**src/rtl/div_share_arbiter.sv**
```systemverilog
// Round-robin share of one combinational 16-bit restoring divider among NUM_REQ
// requesters. Operands are held for EXEC_CYCLES cycles so the divider path is multicycle.
`timescale 1ns/1ps

module comb_divider16 (
  input  logic [15:0] lop,
  input  logic [15:0] rop,
  output logic [15:0] quot,
  output logic [15:0] mod
);
  // A zero divisor is not special-cased: every step "fits", so quot = 0xFFFF and mod = lop
  always_comb begin
    logic [16:0] rem;
    logic [15:0] q;
    rem = '0;
    q   = '0;
    for (int i = 15; i >= 0; i--) begin
      rem = {rem[15:0], lop[i]};
      if (rem >= {1'b0, rop}) begin
        rem  = rem - {1'b0, rop};
        q[i] = 1'b1;
      end
    end
    quot = q;
    mod  = rem[15:0];
  end
endmodule

module div_share_arbiter #(
  parameter int NUM_REQ     = 4,
  parameter int ID_W        = 2,
  parameter int EXEC_CYCLES = 2
) (
  input  logic                  clk,
  input  logic                  reset,
  input  logic [NUM_REQ-1:0]    req_valid,
  output logic [NUM_REQ-1:0]    req_ready,
  input  logic [16*NUM_REQ-1:0] req_lop,
  input  logic [16*NUM_REQ-1:0] req_rop,
  output logic                  rsp_valid,
  input  logic                  rsp_ready,
  output logic [ID_W-1:0]       rsp_id,
  output logic [15:0]           rsp_quot,
  output logic [15:0]           rsp_mod,
  output logic                  rsp_dz,
  output logic                  busy,
  output logic [1:0]            state_dbg
);
  // Handshakes: a transfer happens on a rising edge where valid && ready are both high.
  // req_valid must stay high until req_ready; rsp_* are held stable while rsp_valid && !rsp_ready.

  localparam int PTR_W = (NUM_REQ > 1) ? $clog2(NUM_REQ) : 1;
  localparam logic [3:0] CNT_LOAD = 4'(EXEC_CYCLES - 1);

  typedef enum logic [1:0] {
    IDLE = 2'd0,
    EXEC = 2'd1,
    RESP = 2'd2
  } state_t;

  state_t           state;
  state_t           state_nxt;
  logic [PTR_W-1:0] ptr;
  logic [PTR_W-1:0] ptr_nxt;
  logic [PTR_W-1:0] grant_idx;
  logic             any_valid;
  logic [3:0]       cnt;
  logic [15:0]      lop_r;
  logic [15:0]      rop_r;
  logic [ID_W-1:0]  id_r;
  logic [15:0]      lop_sel;
  logic [15:0]      rop_sel;
  logic [15:0]      div_quot;
  logic [15:0]      div_mod;
  logic             load;
  logic             capture;

  // Round-robin search: first asserted index at or after ptr, wrapping around
  always_comb begin
    int idx;
    any_valid = 1'b0;
    grant_idx = '0;
    idx       = 0;
    for (int k = 0; k < NUM_REQ; k++) begin
      idx = (int'(ptr) + k) % NUM_REQ;
      if (!any_valid && req_valid[PTR_W'(idx)]) begin
        any_valid = 1'b1;
        grant_idx = PTR_W'(idx);
      end
    end
  end

  always_comb begin
    lop_sel = '0;
    rop_sel = '0;
    for (int k = 0; k < NUM_REQ; k++) begin
      if (PTR_W'(k) == grant_idx) begin
        lop_sel = req_lop[16*k +: 16];
        rop_sel = req_rop[16*k +: 16];
      end
    end
  end

  assign ptr_nxt = (grant_idx == PTR_W'(NUM_REQ - 1)) ? '0 : grant_idx + 1'b1;

  comb_divider16 u_div (
    .lop  (lop_r),
    .rop  (rop_r),
    .quot (div_quot),
    .mod  (div_mod)
  );

  always_comb begin
    state_nxt = state;
    load      = 1'b0;
    capture   = 1'b0;
    req_ready = '0;
    unique case (state)
      IDLE: begin
        if (any_valid) begin
          load                 = 1'b1;
          req_ready[grant_idx] = 1'b1;
          state_nxt            = EXEC;
        end
      end
      EXEC: begin
        if (cnt == 4'd0) begin
          capture   = 1'b1;
          state_nxt = RESP;
        end
      end
      RESP: begin
        if (rsp_ready) state_nxt = IDLE;
      end
      default: state_nxt = IDLE;
    endcase
    if (reset) req_ready = '0;
  end

  always_ff @(posedge clk or posedge reset) begin
    if (reset) begin
      state    <= IDLE;
      ptr      <= '0;
      cnt      <= '0;
      lop_r    <= '0;
      rop_r    <= '0;
      id_r     <= '0;
      rsp_id   <= '0;
      rsp_quot <= '0;
      rsp_mod  <= '0;
      rsp_dz   <= 1'b0;
    end else begin
      state <= state_nxt;
      if (load) begin
        lop_r <= lop_sel;
        rop_r <= rop_sel;
        id_r  <= ID_W'(grant_idx);
        cnt   <= CNT_LOAD;
        ptr   <= ptr_nxt;
      end else if (state == EXEC && cnt != 4'd0) begin
        cnt <= cnt - 1'b1;
      end
      // Divider outputs are only looked at here, after the full multicycle window
      if (capture) begin
        rsp_quot <= div_quot;
        rsp_mod  <= div_mod;
        rsp_dz   <= (rop_r == 16'd0);
        rsp_id   <= id_r;
      end
    end
  end

  assign rsp_valid = (state == RESP);
  assign busy      = (state != IDLE);
  assign state_dbg = state;

  for (genvar i = 0; i < NUM_REQ; i++) begin : g_hold_chk
    a_valid_hold: assert property (@(posedge clk) disable iff (reset)
      (req_valid[i] && !req_ready[i]) |=> req_valid[i]);
  end

endmodule

```
**config.mk**
```make
export PLATFORM = sky130hd
export DESIGN_NAME = div_share_arbiter
export DESIGN_NICKNAME = d
export VERILOG_FILES = /design/src/rtl/div_share_arbiter.sv
export SDC_FILE = /design/constraint.sdc
export NUM_CORES = 1
export LEC_CHECK = 0
export ABC_AREA = 1
export CAP_MARGIN = 20
export CORE_ASPECT_RATIO = 0.9
export CORE_UTILIZATION = 46
export DETAILED_ROUTE_END_ITERATION = 7
export GPL_TIMING_DRIVEN = 1
export PLACE_DENSITY = 0.67
export SETUP_SLACK_MARGIN = 0.3
export SKIP_LAST_GASP = 1
export SLEW_MARGIN = 20
export SYNTH_ARGS = -nofsm -noshare
export SYNTH_HDL_FRONTEND = slang
export SYNTH_SLANG_ARGS = --single-unit
```
**constraint.sdc**
```tcl
create_clock -name clk -period 77.2 [get_ports clk]
set_input_delay 19.3 -clock clk [delete_from_list [all_inputs] [get_ports clk]]
set_output_delay 19.3 -clock clk [all_outputs]
set_load 0.01 [all_outputs]
```
**Word level (Yosys, flattened, before mapping)**

Cells that the tools add are included.

- Equal/unequal tests: 9
- $lt $le $gt $ge: 22
- Reductions and logical operators: 16
- $add $sub $neg: 21
- Muxes and demuxes: 76

Operators with widths:

| kind | number |
|---|---|
| 2-to-1 mux 16 bit | 24 |
| >= comparator 17 x 16 -> 1 bit | 15 |
| subtractor 16 bit | 15 |
| 2-to-1 mux 1 bit | 33 |
| 2-to-1 mux 4 bit | 5 |
| >= comparator 1 x 16 -> 1 bit | 1 |
| logical NOT 16 bit | 1 |
| less-than comparator 2 x 4 -> 1 bit (second input constant) | 4 |
| 2-to-1 mux 2 bit | 8 |
| subtractor 1 x 16 -> 16 bit | 1 |
| binary-select mux 1 bit (select 2 bit) | 4 |
| one-hot mux 2 bit (3 select lines) | 1 |
| logical AND 1 bit | 5 |
| adder 2 x 1 -> 2 bit (second input constant) | 2 |
| adder 2 bit (second input constant) | 2 |
| == test 2 bit (first input constant) | 2 |
| == test 2 bit (second input constant) | 2 |
| logical NOT 2 bit | 2 |
| logical NOT 4 bit | 1 |
| inequality test 2 bit (second input constant) | 2 |
| nonzero test 2 bit | 2 |
| nonzero test 4 bit | 1 |
| subtractor 4 x 1 -> 4 bit (second input constant) | 1 |
| logical NOT 1 bit | 3 |
| 7 further kinds | 7 |

- Flip-flop bits (word level): 77
- Word-level logic and storage cells: 154
- Bits of input ports: 135
- Output and inout port bits: 43

**Logic depth before layout (Yosys ltp)**

Gate-level depths: netlist of the first run.

- Depth after elaboration: 32
- Gate-level depth with buffers: 311
- Depth with buffers taken out: 292

**Cells and area by module**

From an unflattened synthesis of the first run, not the netlist that was laid out.

- Cell total of the unflattened synthesis: 2,842
- Area total of the unflattened synthesis: 18,006.0 um2

By module, submodules not included:

| module | seq. area each (um2) | area each (um2) | cells an instance | instances |
|---|---|---|---|---|
| comb_divider16 | 0.0 | 13,660.6 | 2,219 | 1 |
| div_share_arbiter | 1,926.8 | 4,345.4 | 623 | 1 |

**Worst setup path before layout of the first run**

OpenSTA, ideal clock, no wires.

- Path type: register to register
- Start: register rop_r[1]
- End: register rsp_mod[8]
- Path slack: 36.407 ns
- Data required time: 77.082 ns
- Buffers on the path: 20
- Arrival time: 40.675 ns
- Clock period less this slack: 40.793 ns
- Library setup time: 0.118 ns
- Stages on the path, launching flop included: 301
- Cells stage by stage: dfrtp_1 > inv_1 > ha_1 > nand2_2 > nand2_1 > nand3_1 > clkbuf_1 > nor2_1 > ha_1 > nand2_1 > nor2_1 > inv_1 > nor4_1 > nand2_2 > nand2_4 > clkbuf_1 > inv_1 > o21ai_0 > (+265 left out) > a21oi_1 > o21bai_1 > a21oi_1 > o21bai_1 > a21oi_1 > o21bai_1 > a21oi_1 > o21bai_1 > a21o_1 > a21oi_1 > o21ai_0 > a21oi_1 > inv_1 > nor2_4 > buf_4 > nand3_1 > nand3_1 > nand2_1

- Cells in the longest elaborated chain, start to end: 32
- Elaborated cells between the ends (all ways): 48
- Those cells by class: 16 x add/sub; 16 x order compare; 16 x mux

RTL lines:

| element | RTL line | RTL |
|---|---|---|
| from (decl) | 69 | `logic [15:0] rop_r;` |
| from (signal assigned) | 156 | `rop_r <= rop_sel;` |
| subtractor 1 x 16 -> 16 bit / >= comparator 1 x 16 -> 1 bit (equally long branches) | 20, 19 |  |
| 2-to-1 mux 16 bit | 19 | `if (rem >= {1'b0, rop}) begin` |
| subtractor 16 bit / >= comparator 17 x 16 -> 1 bit (equally long branches) | 20, 19 |  |
| 2-to-1 mux 16 bit | 19 |  |
| subtractor 16 bit / >= comparator 17 x 16 -> 1 bit (equally long branches) | 20, 19 |  |
| 2-to-1 mux 16 bit | 19 |  |
| subtractor 16 bit / >= comparator 17 x 16 -> 1 bit (equally long branches) | 20, 19 |  |
| 2-to-1 mux 16 bit | 19 |  |
| (+16 left out) | -- |  |
| subtractor 16 bit / >= comparator 17 x 16 -> 1 bit (equally long branches) | 20, 19 |  |
| 2-to-1 mux 16 bit | 19 |  |
| subtractor 16 bit / >= comparator 17 x 16 -> 1 bit (equally long branches) | 20, 19 |  |
| 2-to-1 mux 16 bit | 19 |  |
| >= comparator 17 x 16 -> 1 bit / subtractor 16 bit (equally long branches) | 19, 20 |  |
| 2-to-1 mux 16 bit | 19 |  |
| subtractor 16 bit / >= comparator 17 x 16 -> 1 bit (equally long branches) | 20, 19 |  |
| 2-to-1 mux 16 bit * | 19 |  |
| to (signal assigned) | 166 | `rsp_mod <= div_mod;` |
| to (decl) | 44 | `output logic [15:0] rsp_mod,` |

Every way passes the cells marked *; elsewhere a longest branch is shown, timed or not.
A chain may end at the register's enable or synchronous reset.

**Worst setup path in the final report of the first run**

- Start: register rop_r[1]
- End: register rsp_mod[15]

The elaborated chain is that of the path after synthesis.

==> results.tsv, run 1 <==
metric	value	unit
outcome	finished, final reports clean	
final wirelength	66800	um
Tmin final	45.84	ns
simple logic cell fraction of the synthesized area	31.7	%
most common cell after layout, fill and taps aside	nand2_1	
setup_tns	0	ns
synth unique cells	49	
period utilisation layout	59.4	%
crit path launch type	flop	
critical path class	flop to flop	
critical path's top delay family	compound AO/OA/AOI/OAI gates	
worst flop-to-flop path endpoint	rsp_mod[15]	
worst path bufs/invs	35	
Vias	20428	
kind of end point of the critical path	flop	
Hold Crit Class	flop to flop	
Worst Tran Pin Value	0.995	ns
skew final	0.0141	ns
initial antenna violation count	0	
syn avg cell area	6.21	sq um
Util after Layout	53.7	%
post-synth top area share	17.1	%
Synth Area in XOR/XNOR	9.81	%
worst hold stages	2	
TritonCTS clock tree	built	
GRT Util Overall	33.1	%
Post-synth ARST share	100	%
post-route ant nets	0	
final instance count without filler cells	3574	
share of the yosys chip area belonging to registers	10.7	%
CP required	77.45	ns
mapped cell area	18000	sq um
Clock H-tree levels	3	
CTS Hold Bufs	0	
CP max stage cell	o21ai_0	
DR pass1 iterations	6	
Area contributors post-synth	ha_1 (17%), nand2_1 (16%), dfrtp_1 (11%), inv_1 (8.7%), nand3_1 (7.2%)	
total CTS buffers	9	
clock buffer depth	2	
crit-path max cell delay	0.67	ns
WHS Endpoint	rsp_mod[13]	
Rel. slew slack	33.3	%
dominant cell type by area after synthesis	ha_1	
Nets	3440	
fin area	20700	sq um
HP Start	rsp_mod[13]	
cell count after synthesis	2904	
R2R depth	277	
# setup viols final	0	
Primary FF master, synth	dfrtp_1	
max cap viols	0	
via/cell ratio	5.72	
fraction of the mapped netlist area in adder cells	18.7	%
layout cells sized above 1	3.87	%
IO buf count	177	
Hold Fails Final Rpt	0	
critical path fanouts, max	30	
DR iter-0 viols	1858	
die width	211	um
placer congestion estimate	0.997	
I/O Pins	178	
# diodes	0	
Rows	68	
first-pass GRT wire length	104000	um
largest family of logic cells by synthesized area	simple AND/OR/NAND/NOR gates	
DIE HEIGHT	190	um
Synth Area in Compound Gates	18.3	%
worst r2r src	rop_r[1]	
critical path's most frequent cell	a21oi_1	
clk sinks	77	
Clock Tree Root	clkbuf_16	
clock slew at reported path FFs	0.08	ns
syn_nets	3300	
Post-CTS Setup Inserts	0	
post-cts resize count	0	
Starting Density	46.9	%
post-synthesis mux area share	0.167	%
Die ar.	40000	sq um
worst skew pair latency	0.37	ns
Cell Area, Placed	20400	sq um
#FFs+latches synth	77	
Max Slew Vio Count	0	
fmax	21.8	MHz
Detail Placement HPWL	50600	um
RSZ-0062 raised after global routing	false	
r2r setup slk	31.36	ns
most frequent cells in the layout	nand2_1 (749), inv_1 (415), nand3_1 (258), a21oi_1 (253), ha_1 (246)	
largest net degree at the start of global routing	56	
DRC Markers	0	
Worst EP arrival	46.10	ns
GRT overflow	0	
drt wl/cell	18.7	um
placed cell count	3558	
vias in the first global route	19052	
Area growth syn-to-layout	14.6	%
yosys warns	0	
number of synthesized flops with an enable pin	0	
core area	38500	sq um
[tightest hold or removal path, cell delays in order (launching register included)]
cell     delay (ns)
dfrtp_1        0.35
nand2_1        0.06
nand2_1        0.05
[how the worst max path moves through the flow]
| stage | startpoint | endpoint | depth (start not counted) |
|---|---|---|---|
| 3_5_place_dp | rop_r[1] | rsp_mod[15] | 276 |
| 2_1_floorplan | rop_r[1] | rsp_mod[8] | 300 |
| 3_3_place_gp | rop_r[1] | rsp_mod[11] | 277 |
| 5_1_grt | rop_r[1] | rsp_mod[7] | 283 |
| 4_1_cts | rop_r[1] | rsp_mod[15] | 277 |
| 6_report | rop_r[1] | rsp_mod[15] | 277 |
[flip-flops by register name, summed over array words and instances, names as in the netlist]
name       count
state_dbg      2
rsp_mod       16
ptr            2
rsp_id         2
rsp_dz         1
rsp_quot      16
id_r           2
lop_r         16
cnt            4
rop_r         16
[logic make-up after synthesis]
| logic type | count (synthesis) |
|---|---|
| xor gates and xnor gates | 202 |
| buffers and inverters | 497 |
| AOI/OAI and AO/OA | 580 |
| and+or+nand+nor | 1284 |
| muxes | 3 |
| DFF | 77 |
| adders and majority gates | 261 |
[per-layer routing]
layer	vias up	global-route usage, %	part of all wire [%]
li1	9945	-	-
met1	9459	47.0	46
met2	888	51.0	43
met3	136	3.73	8.2
met4	0	12.6	3.6
met5	-	0	0
[cell usage after synthesis (all sizes together) (3+ instances only)]
cell     instances
nand2          768
inv            419
nand3          277
a21oi          253
ha             246
o21ai          179
nor2           151
xor2           119
xnor2           83
dfrtp           77
clkbuf          60
o21bai          44
nand4           37
nor3            24
a221oi          17
a31oi           17
buf             17
fa              15
a21o            13
a221o           11
o22ai           11
or2             11
o211ai          10
o221ai           7
nor4             5
nand3b           4
o2111ai          4
or3              4
a21boi           3
and2             3
mux2i            3
o21a             3
[cell type report]
class	count	area [sq um]
well taps	525	657
clock buffers	9	225
inverters	420	1580
clock inverters	7	66.3
flip-flops and latches	77	1930
fillers	3911	17800
multi-input cells	2330	14200
repair buffers	206	1990
[metrics by stage]
| stage | setup slack (ns) | hold slack, ns |
|---|---|---|
| after floorplan | 36.41 | 0.449 |
| after global placement | 34.42 | 0.459 |
| after detailed placement | 32.48 | 0.471 |
| after CTS | 32.30 | 0.493 |
| after global routing | 26.41 | 0.506 |
| final | 31.36 | 0.489 |
Power of run 1 is not shown: default switching activity piles up to over one toggle a cycle in this logic, so the estimate is an artifact.
==> inputs of run 2 (changes only) <==
clock period = 43.4 ns   (was 77.2 ns; I/O delays follow)
==> run 2 against run 1 <==
Fmax grew 16%. Core utilization grew 1.9 points. Count of clock-buffer cells in the layout stayed put. Routed wire length up 1.5%. Critical endpoint is now rsp_mod[7]. Highest routed layer unchanged.
==> results.tsv, run 2 (same netlist as run 1, synthesis figures left out) <==
metric	value	unit
Tmin final	39.52	ns
critical path's most frequent cell	a21oi_1	
Clock H-tree levels	3	
# setup viols final	0	
max cap viols	0	
Hold Crit Class	flop to flop	
Util after Layout	55.6	%
DR pass1 iterations	5	
final wirelength	67800	um
Nets	3504	
most frequent cells in the layout	nand2_1 (749), inv_1 (415), nand3_1 (256), a21oi_1 (249), ha_1 (246)	
first-pass GRT wire length	103000	um
Die ar.	40000	sq um
most common cell after layout, fill and taps aside	nand2_1	
Starting Density	46.9	%
TritonCTS clock tree	built	
Vias	20658	
Hold Fails Final Rpt	0	
CTS Hold Bufs	0	
Clock Tree Root	clkbuf_16	
Rows	68	
Fillers	3882	
Worst Tran Pin Value	0.920	ns
clk sinks	77	
Rel. slew slack	38.6	%
critical path fanouts, max	19	
final instance count without filler cells	3638	
fmax	25.3	MHz
layout cells sized above 1	6.62	%
via/cell ratio	5.68	
die width	211	um
post-route ant nets	0	
initial antenna violation count	0	
DRC Markers	0	
skew final	0.0218	ns
period utilisation layout	91.1	%
r2r setup slk	3.88	ns
Max Slew Vio Count	0	
Area growth syn-to-layout	18.7	%
clock slew at reported path FFs	0.07	ns
Detail Placement HPWL	50400	um
IO buf count	177	
crit-path max cell delay	0.48	ns
drt wl/cell	18.6	um
worst skew pair latency	0.39	ns
critical path's top delay family	compound AO/OA/AOI/OAI gates	
vias in the first global route	18953	
total CTS buffers	9	
placer congestion estimate	0.963	
RSZ-0062 raised after global routing	false	
placed cell count	3560	
kind of end point of the critical path	flop	
worst path bufs/invs	45	
Worst EP arrival	39.79	ns
I/O Pins	178	
clock buffer depth	2	
largest net degree at the start of global routing	60	
critical path class	flop to flop	
DIE HEIGHT	190	um
crit path launch type	flop	
outcome	finished, final reports clean	
GRT Util Overall	32.9	%
CP max stage cell	o21ai_0	
GRT overflow	0	
DR iter-0 viols	1686	
CP required	43.67	ns
# diodes	0	
core area	38500	sq um
run 2: final cells by class:
class,count,area [sq um],area share [%]
multi-input combinational,2332,14400,67.3
timing repair buffer,268,2480,11.6
sequential,77,1930,9.01
inverter,420,1580,7.37
tap,525,657,3.07
clock buffer,9,225,1.05
clock inverter,7,116,0.544
run 2: stage by stage:
stage	cell area, sq um	setup TNS (ns)	hold slack, ns	setup WS, ns
after global routing	21400	0	0.516	0.0934
after floorplan	18000	0	0.449	2.61
after detailed placement	20400	-2.14	0.465	-0.171
after global placement	20400	0	0.456	1.41
after CTS	20700	0	0.486	0.395
final	21400	0	0.479	3.88
run 2: path summary, 6_finish.rpt:
kind	cells past startpoint	from	endpoint
setup / recovery	283	lop_r[15]	rsp_mod[7]
setup reg to reg	283	lop_r[15]	rsp_mod[7]
max in group asynchronous	3	reset	lop_r[13]
min in group asynchronous	2	reset	rsp_mod[12]
hold / removal	2	rsp_mod[8]	rsp_mod[8]
hold reg to reg	2	rsp_mod[8]	rsp_mod[8]
run 2: repair_timing:
action                                  in CTS  in global routing
endpoints found under the setup margin      17                 18
gates resized for setup                      8                 56
pin swaps                                    0                 23
buffers inserted                             0                 60
cloned                                       0                  2
run 2: worst register-to-register path, delay by kind of cell (launching register included):
family                   cells  cell delay, ns
adder cells (fa/ha/maj)     17            5.38
flip-flops                   1            0.36
AND/OR/NAND/NOR             89            9.16
AO/OA/AOI/OAI              132           19.86
buffers and inverters       45            4.56
run 2: layer usage:
metal | track usage [%] | part of all wire [%] | vias up
met5 | 0 | 0 | -
met4 | 13.1 | 4.1 | 0
met3 | 3.99 | 6.8 | 141
met2 | 52.9 | 44 | 794
met1 | 44.6 | 45 | 9640
li1 | - | - | 10083
Power of run 2 is left out for the same reason.
==> inputs of run 3 (changes only) <==
GPL_ROUTABILITY_DRIVEN = 0   (was default)
==> run 3 against run 2 <==
Sequential share of layout area grew 0.066 points. Core utilization shrank 0.37 points. Non-clock buffer count shrank 4. Register-to-register slack lost 0.22 ns. First-iteration DRC count grew 22%. Fmax shrank 0.56%. Count of clock-buffer cells in the layout is the same. Worst hold slack gained 0.0039 ns. Clock skew shrank 0.0073 ns. Flip-flop and latch count is the same. Cell count shrank 0.14%. Global-route usage shrank 0.90 points.
==> results.tsv, run 3 (same netlist as run 1, synthesis figures left out) <==
metric	value	unit
Clock H-tree levels	3	
clock buffer depth	2	
CP max stage cell	o41ai_1	
RSZ-0062 raised after global routing	false	
die width	211	um
IO buf count	177	
DR pass1 iterations	5	
worst hold stages	2	
most common cell after layout, fill and taps aside	nand2_1	
Rows	68	
Max Slew Vio Count	0	
clk sinks	77	
skew final	0.0144	ns
critical path fanouts, max	17	
vias in the first global route	18994	
worst skew pair latency	0.39	ns
DIE HEIGHT	190	um
Worst Tran Pin Value	0.837	ns
kind of end point of the critical path	flop	
GRT Util Overall	32.0	%
most frequent cells in the layout	nand2_1 (749), inv_1 (414), nand3_1 (256), a21oi_1 (250), ha_1 (245)	
via/cell ratio	5.69	
# setup viols final	0	
Hold Crit Class	flop to flop	
TritonCTS clock tree	built	
max cap viols	0	
R2R depth	279	
Worst EP arrival	40.02	ns
Hold Fails Final Rpt	0	
Detail Placement HPWL	49300	um
crit path launch type	flop	
clock slew at reported path FFs	0.07	ns
DRC Markers	0	
critical path class	flop to flop	
crit-path max cell delay	0.50	ns
Tmin final	39.74	ns
DR iter-0 viols	2054	
period utilisation layout	91.6	%
core area	38500	sq um
Clock Tree Root	clkbuf_16	
GRT overflow	0	
fin area	21300	sq um
largest net degree at the start of global routing	56	
I/O Pins	178	
Nets	3499	
outcome	finished, final reports clean	
Starting Density	46.9	%
fmax	25.2	MHz
critical path's most frequent cell	a21oi_1	
# diodes	0	
Area growth syn-to-layout	17.9	%
final wirelength	65700	um
drt wl/cell	18.1	um
Rel. slew slack	44.2	%
Cell Area, Placed	20400	sq um
Vias	20684	
total CTS buffers	9	
post-route ant nets	0	
layout cells sized above 1	6.31	%
initial antenna violation count	0	
CP required	43.68	ns
first-pass GRT wire length	101000	um
Fillers	3811	
Die ar.	40000	sq um
run 3: cell types whose count changed in the layout (fill, tap and decap cells not counted), sizes merged:
cell      delta
buf          -4
clkinv       -2
inv          +2
bufinv       -1
clkinvlp     +1
nor2         -1
run 3: timing repair:
item,4_1_cts,5_1_grt
buffers inserted,0,56
endpoints found under the setup margin,17,18
hold buffers,0,0
gates cloned,0,1
resized for setup,5,49
pin swaps,0,24
run 3: metrics by stage:
| stage | cells | TNS (ns) | setup WS, ns | hold slack (ns) | util (%) |
|---|---|---|---|---|---|
| 6_report | 3633 | 0 | 3.66 | 0.482 | 55.3 |
| 4_1_cts | 3576 | 0 | 0.335 | 0.484 | 53.8 |
| 5_1_grt | 3633 | 0 | 0.0903 | 0.503 | 55.3 |
| 3_5_place_dp | 3560 | -0.281 | -0.0595 | 0.465 | 53.0 |
| 3_3_place_gp | 3560 | 0 | 1.59 | 0.462 | 53.0 |
| 2_1_floorplan | 2904 | 0 | 2.61 | 0.449 | - |
run 3: path summary, 6_finish.rpt:
path | startpoint | end | slack, ns
max | lop_r[15] | rsp_mod[0] | 3.66
min | rsp_mod[13] | rsp_mod[13] | 0.48
max reg2reg | lop_r[15] | rsp_mod[0] | 3.66
min reg2reg | rsp_mod[13] | rsp_mod[13] | 0.48
max in group asynchronous | reset | lop_r[9] | 31.14
min in group asynchronous | reset | rsp_mod[15] | 11.03
run 3: layout make-up:
class	count	area, sq um	area share [%]
clock buffer	9	225	1.06
clock inverter	7	83.8	0.394
inverter	420	1580	7.42
multi-input combinational	2331	14300	67.5
sequential	77	1930	9.07
tap	525	657	3.09
timing repair buffer	264	2440	11.5
run 3: critical path: cells and delay by family (launching register included):
family,cells,cell delay [ns]
AO/OA/AOI/OAI,132,20.60
AND/OR/NAND/NOR,91,9.71
flip-flops,1,0.36
adder cells (fa/ha/maj),17,5.42
buffers and inverters,39,3.47
run 3: layer usage:
| metal | wire length (um) | up-vias | global-route usage, % |
|---|---|---|---|
| met2 | 29100 | 918 | 52.0 |
| met5 | 0 | - | 0 |
| met4 | 2440 | 0 | 11.8 |
| met1 | 28700 | 9552 | 43.1 |
| li1 | - | 10071 | - |
| met3 | 5470 | 143 | 4.14 |
Power of run 3 is left out for the same reason.
